$ cat config.mk
export PLATFORM = sky130hd
export DESIGN_NAME = hazard_ctrl
export DESIGN_NICKNAME = d
export VERILOG_FILES = /design/src/rtl/hazard_ctrl_pkg.sv /design/src/rtl/hazard_ctrl_md_timer.sv /design/src/rtl/hazard_ctrl.sv
export SDC_FILE = /design/constraint.sdc
export NUM_CORES = 1
export LEC_CHECK = 0
export CORE_MARGIN = 2
export CORE_UTILIZATION = 30
export DETAILED_ROUTE_END_ITERATION = 10
export SLEW_MARGIN = 20
export SYNTH_ARGS = -nofsm -noshare
export SYNTH_HDL_FRONTEND = slang
export SYNTH_SLANG_ARGS = --single-unit
$ cat constraint.sdc
create_clock -name clk -period 3.3 [get_ports clk]
set_input_delay 0.825 -clock clk [delete_from_list [all_inputs] [get_ports clk]]
set_output_delay 0.825 -clock clk [all_outputs]
set_load 0.01 [all_outputs]
$ cat src/rtl/hazard_ctrl_pkg.sv
// Shared encodings and constants for the P7 pipeline sequencing controller.
// The source hazard rule is kept here so that the rs and rt checks share one definition.
package hazard_ctrl_pkg;

   typedef enum logic {
      MD_IDLE = 1'b0,
      MD_BUSY = 1'b1
   } md_state_t;

   localparam logic [7:0] TUSE_NONE        = 8'hFF;
   localparam int         MULT_CYCLES_DEF  = 5;
   localparam int         DIV_CYCLES_DEF   = 10;

   // A source operand stalls when a producer in E or M cannot forward it in time.
   function automatic logic src_hazard(
      input logic [4:0] src,
      input logic [7:0] tuse,
      input logic       wen_e,
      input logic [4:0] wr_e,
      input logic [7:0] tnew_e,
      input logic       wen_m,
      input logic [4:0] wr_m,
      input logic [7:0] tnew_m
   );
      logic hit_e;
      logic hit_m;
      hit_e = wen_e && (wr_e == src) && (tnew_e > tuse);
      hit_m = wen_m && (wr_m == src) && (tnew_m > tuse);
      return (src != 5'd0) && (tuse != TUSE_NONE) && (hit_e || hit_m);
   endfunction

endpackage

$ cat src/rtl/hazard_ctrl_md_timer.sv
// Mult/div occupancy timer: counts down the busy cycles of an accepted operation.
// An accepted op always runs to completion; only reset can cut it short.
module md_timer
   import hazard_ctrl_pkg::*;
#(
   parameter int MULT_CYCLES = MULT_CYCLES_DEF,
   parameter int DIV_CYCLES  = DIV_CYCLES_DEF,
   parameter int CNT_W       = 4
) (
   input  logic      clk,
   input  logic      reset,
   input  logic      start_ok,
   input  logic      is_div,
   output logic      busy,
   output md_state_t state
);

   logic [CNT_W-1:0] count;

   always_ff @(posedge clk or negedge reset) begin
      if (!reset) begin
         state <= MD_IDLE;
         count <= '0;
         busy  <= 1'b0;
      end else begin
         case (state)
            MD_IDLE: begin
               if (start_ok) begin
                  count <= is_div ? CNT_W'(DIV_CYCLES) : CNT_W'(MULT_CYCLES);
                  state <= MD_BUSY;
                  busy  <= 1'b1;
               end
            end
            MD_BUSY: begin
               if (count == CNT_W'(1)) begin
                  count <= '0;
                  state <= MD_IDLE;
                  busy  <= 1'b0;
               end else begin
                  count <= count - 1'b1;
               end
            end
            default: begin
               state <= MD_IDLE;
               count <= '0;
               busy  <= 1'b0;
            end
         endcase
      end
   end

endmodule

$ cat src/rtl/hazard_ctrl.sv
// Pipeline sequencing controller: combines Tuse/Tnew data hazards, the mult/div
// busy timer and the M-stage exception request into stage enables and flushes.
module hazard_ctrl
   import hazard_ctrl_pkg::*;
#(
   parameter int MULT_CYCLES = MULT_CYCLES_DEF,
   parameter int DIV_CYCLES  = DIV_CYCLES_DEF,
   parameter int CNT_W       = 4
) (
   input  logic        clk,
   input  logic        reset,
   input  logic [4:0]  rs_D,
   input  logic [4:0]  rt_D,
   input  logic [7:0]  TUseRs_D,
   input  logic [7:0]  TUseRt_D,
   input  logic [4:0]  WR_E,
   input  logic [4:0]  WR_M,
   input  logic        RegWrite_E,
   input  logic        RegWrite_M,
   input  logic [7:0]  TNew_E,
   input  logic [7:0]  TNew_M,
   input  logic        MdStart_E,
   input  logic        MdIsDiv_E,
   input  logic        MdUse_D,
   input  logic        ExcReq_M,
   output logic        EnF,
   output logic        EnD,
   output logic        FlushE,
   output logic        req,
   output logic        MdStartOk_E,
   output logic        MdBusy,
   output logic [31:0] StallCnt
);

   md_state_t md_state;
   logic      hazard_rs;
   logic      hazard_rt;
   logic      hazard_md;
   logic      stall;

   // MdStart_E acts as valid and the timer being idle (with no exception pending)
   // as ready; MdStartOk_E is their product, and the op is taken on that edge.
   assign MdStartOk_E = MdStart_E & ~ExcReq_M & ~(md_state == MD_BUSY);

   md_timer #(
      .MULT_CYCLES (MULT_CYCLES),
      .DIV_CYCLES  (DIV_CYCLES),
      .CNT_W       (CNT_W)
   ) u_md_timer (
      .clk      (clk),
      .reset    (reset),
      .start_ok (MdStartOk_E),
      .is_div   (MdIsDiv_E),
      .busy     (MdBusy),
      .state    (md_state)
   );

   assign hazard_rs = src_hazard(rs_D, TUseRs_D, RegWrite_E, WR_E, TNew_E,
                                 RegWrite_M, WR_M, TNew_M);
   assign hazard_rt = src_hazard(rt_D, TUseRt_D, RegWrite_E, WR_E, TNew_E,
                                 RegWrite_M, WR_M, TNew_M);
   assign hazard_md = MdUse_D & (MdBusy | MdStart_E);

   // An exception overrides any stall: the stage registers clear themselves on req.
   assign stall  = (hazard_rs | hazard_rt | hazard_md) & ~ExcReq_M;
   assign req    = ExcReq_M;
   assign EnF    = ~stall;
   assign EnD    = ~stall;
   assign FlushE = stall;

   always_ff @(posedge clk or negedge reset) begin
      if (!reset) begin
         StallCnt <= '0;
      end else if (stall) begin
         StallCnt <= StallCnt + 32'd1;
      end
   end

endmodule
==> key figures <==
Placement
  • GP Congestion: 0.886
  • Number of port buffers: 97
  • DPL Wire Length: 6.55 mm
  • Post-Place Cell Area: 0.00418 mm^2
  • Inst Count DP: 548

Setup path
  • CP Max Fanout: 4
  • Worst reg2reg path startpoint: StallCnt[6]$_DFFE_PN0P_
  • Reg-to-reg setup timing slack: 1.41 ns
  • Critical-path cell list: buf_8 -> inv_8 -> ha_4 -> nor2b_4 -> o211ai_1 -> a21oi_1 -> o31ai_1 -> a21o_1 -> o211a_1 -> or2_4 -> inv_2 -> buf_6
  • Largest stage delay on the critical path: 0.34 ns
  • Worst EP arrival: 2.52 ns
  • Worst R2R End: StallCnt[26]$_DFFE_PN0P_
  • Worst Path Required: 2.47 ns
  • Crit end category: output pin
  • Crit path kind: in2out
  • FF-to-FF path depth: 7
  • Critical Path Start Type: input port
  • Slowest stage cell, crit path: o31ai_1

STA
  • Fin. max-slew vios: 0
  • Period utilization: 101%
  • Final hold viol count: 0
  • Worst slew pin tran: 0.844 ns
  • Slew margin rel.: 43.8%
  • Clock skew: 0.00598 ns
  • # setup viols final: 3
  • Final worst setup slack: -0.0442 ns
  • RSZ-0062 raised after global routing: true
  • Minimum clock period: 3.34 ns
  • Fmax achieved: 299 MHz

Hold path
  • Worst hold start: StallCnt[31]$_DFFE_PN0P_
  • WHS Endpoint: StallCnt[31]$_DFFE_PN0P_
  • Worst Hold Depth: 1
  • HP Class: reg2reg

Floorplanning
  • Die height: 104 um
  • Die area: 0.0108 mm^2
  • I/O pin count: 98
  • Core Region: 0.00973 mm^2
  • Starting density of the core: 30.8%
  • Die width: 104 um
  • Rows: 36

Clock tree
  • Clk_lat worst skew: 0.28 ns
  • CTS Sinks: 38
  • Clock transition at path regs: 0.07 ns
  • CTS tree: done
  • CTS Hold Buffers Added: 0
  • CTS Buf Count: 5
  • CTS H-tree lvls: 2
  • Clock Tree Root: clkbuf_8
  • Bufs on Longest Clock Path: 2

Synthesis
  • Synth area leader: dfrtp_1
  • Cells after synthesis: 312
  • EDFF count, synth: 0
  • Syn Nets: 407
  • Yosys top cell area share: 31.8%
  • Yosys warning count: 0
  • Synth Flop Type: dfrtp_1
  • Post-Syn Area per Cell: 9.60 um^2
  • Sequential-to-total area share from yosys stat: 31.8%
  • Unique masters post-synth: 50
  • Largest cells by area after synthesis: dfrtp_1, ha_1, xor2_1
  • Mapped cell area: 0.00299 mm^2
  • Post-synthesis async set-or-reset flop share: 100%
  • Synthesis-stage register bit count: 38

Power
  • Maximum vdd ir drop: 0.200 mV
  • Pwr Density: 342 mW/mm^2
  • Static Leak: 2.01 nW
  • Total Power: 1.58 mW

Global route
  • Largest net degree at the start of global routing: 39
  • GRT Util Overall: 16.3%
  • Global-route wire length before repair: 14.4 mm
  • Grt total ovfl: 0
  • Initial antenna violation count: 0
  • Via count of the first global-routing pass: 2,834

Route
  • # DRC: 0
  • Final ANT Viol Nets: 0
  • DR iter-0 viols: 87
  • Via-to-Cell Ratio: 4.85
  • First-pass DRT Iterations: 4
  • Via count: 2,711
  • DR WL/cell: 15.6 um
  • Drt total wl: 8.70 mm

Run status
  • Failing checks: negative setup slack
  • Outcome: complete, but fails checks

Finish
  • Fin cells: 559
  • Synthesis-to-finish area growth: 53.9%
  • Nets: 520
  • Final Util: 47.4%
  • Fin area: 0.00461 mm^2
  • Inserted Diodes: 0
  • Layout cell share with drive strength beyond 1: 29.8%

Run
  • Max-capacitance violation count: 0
==> per-layer routing <==
metal / global-route usage [%] / up-vias / wire (um) / part of all wire [%]
met3: 2.76 / 6 / 294 / 3.4
met1: 21.7 / 1309 / 3950 / 45
met4: 3.09 / 0 / 80 / 0.92
met2: 28.1 / 55 / 4380 / 50
li1: - / 1341 / - / -
met5: 0 / - / 0 / 0
==> worst max-delay path, delay by kind of cell <==
kind / cells / cell delay, ns
adder cells (fa/ha/maj): 1 / 0.19
AND/OR/NAND/NOR: 2 / 0.25
buffers and inverters: 4 / 0.30
AO/OA/AOI/OAI: 5 / 0.95
==> cell usage after synthesis, drive strengths merged (3+ instances only) <==
| master | instances |
|---|---|
| nand4 | 17 |
| xor2 | 28 |
| o22ai | 3 |
| inv | 21 |
| nand3 | 13 |
| o211ai | 8 |
| nor2b | 5 |
| buf | 8 |
| nor2 | 16 |
| nor3 | 11 |
| nand2b | 3 |
| a21oi | 17 |
| a211oi | 3 |
| nand2 | 18 |
| ha | 35 |
| nor4 | 7 |
| dfrtp | 38 |
| nor3b | 4 |
| and3 | 6 |
| xnor2 | 23 |
==> logic make-up (layout without fill, tap and decap cells) <==
logic type / Yosys count / count (layout) / synth area share [%]
and+or+nand+nor: 112 / 112 / 23.4
xor gates and xnor gates: 51 / 51 / 14.9
AOI/OAI and AO/OA: 43 / 43 / 9.53
DFF: 38 / 38 / 31.8
adders and majority gates: 35 / 35 / 14.6
buffers and inverters: 31 / 145 / 4.93
muxes: 2 / 2 / 0.836
==> repair_timing <==
item | CTS | global route
pin swaps | 45 | 15
endpoints found under the setup margin | 3 | 3
hold endpoints to repair | 0 | 0
buffers inserted | 2 | 1
resized for setup | 184 | 32
==> final cells by class <==
class                      count  area, um^2
multi-input combinational    243        2270
clock inverter                 2        12.5
clock buffer                   6        82.6
timing repair buffer         116        1020
sequential                    38         951
inverter                      21         104
tap                          133         166
fill                         947        5120
==> worst max path at each step <==
stage               slack [ns]  endpoint         from  cells past startpoint
floorplan                 0.01       EnF  TUseRs_D[1]                     11
global placement         -0.91       EnF  TUseRt_D[1]                     11
detailed placement       -0.98       EnD  TUseRs_D[1]                     11
CTS                     0.0003    FlushE  TUseRs_D[1]                     12
global route             -0.12    FlushE  TUseRt_D[1]                     12
finish                   -0.04    FlushE  TUseRt_D[1]                     12
==> cell usage in the layout (no fill, tap or decap), types with 3 or more instances in the layout <==
master           Yosys  layout
a211oi_1             3       3
a21oi_1             16      12
a21oi_2              1       4
and3_1               6       6
buf_2                1      14
buf_4                4      19
buf_6                2       3
clkbuf_2             0       4
clkbuf_8             0       6
clkdlybuf4s15_1      0       4
clkdlybuf4s15_2      0       9
clkdlybuf4s50_1      0      41
dfrtp_1             38      38
dlygate4sd2_1        0      20
ha_1                35       9
ha_4                 0      26
inv_1               20       3
inv_2                1      12
inv_4                0       4
nand2_1             18      18
nand2b_1             3       3
nand3_1             11      11
nand4_1             17      17
nor2_1              16      16
nor2b_1              4       3
nor3_1              11      11
nor3b_1              4       4
nor4_2               6       6
o211ai_1             7       7
xnor2_1             23      23
xor2_1              28      28
==> registers in the layout (all words and copies together) (netlist names) <==
| name | count |
|---|---|
| u_md_timer.count | 4 |
| u_md_timer.state | 1 |
| u_md_timer.busy | 1 |
| StallCnt | 32 |
==> through the flow <==
stage                     TNS (ns)  hold slack, ns  worst slack, ns
after global placement       -6.81           0.474           -0.910
after global routing        -0.319           0.508           -0.115
after floorplan                  0           0.504           0.0137
final                       -0.106           0.479          -0.0442
after detailed placement     -8.73           0.472           -0.975
after CTS                        0           0.481         0.000349
==> power breakdown <==
group,switching (mW),internal (mW)
clock,0.167,0.168
sequential,0.0917,0.538
combinational,0.285,0.326
total,0.543,1.03
(Power assumes the default switching activity.)
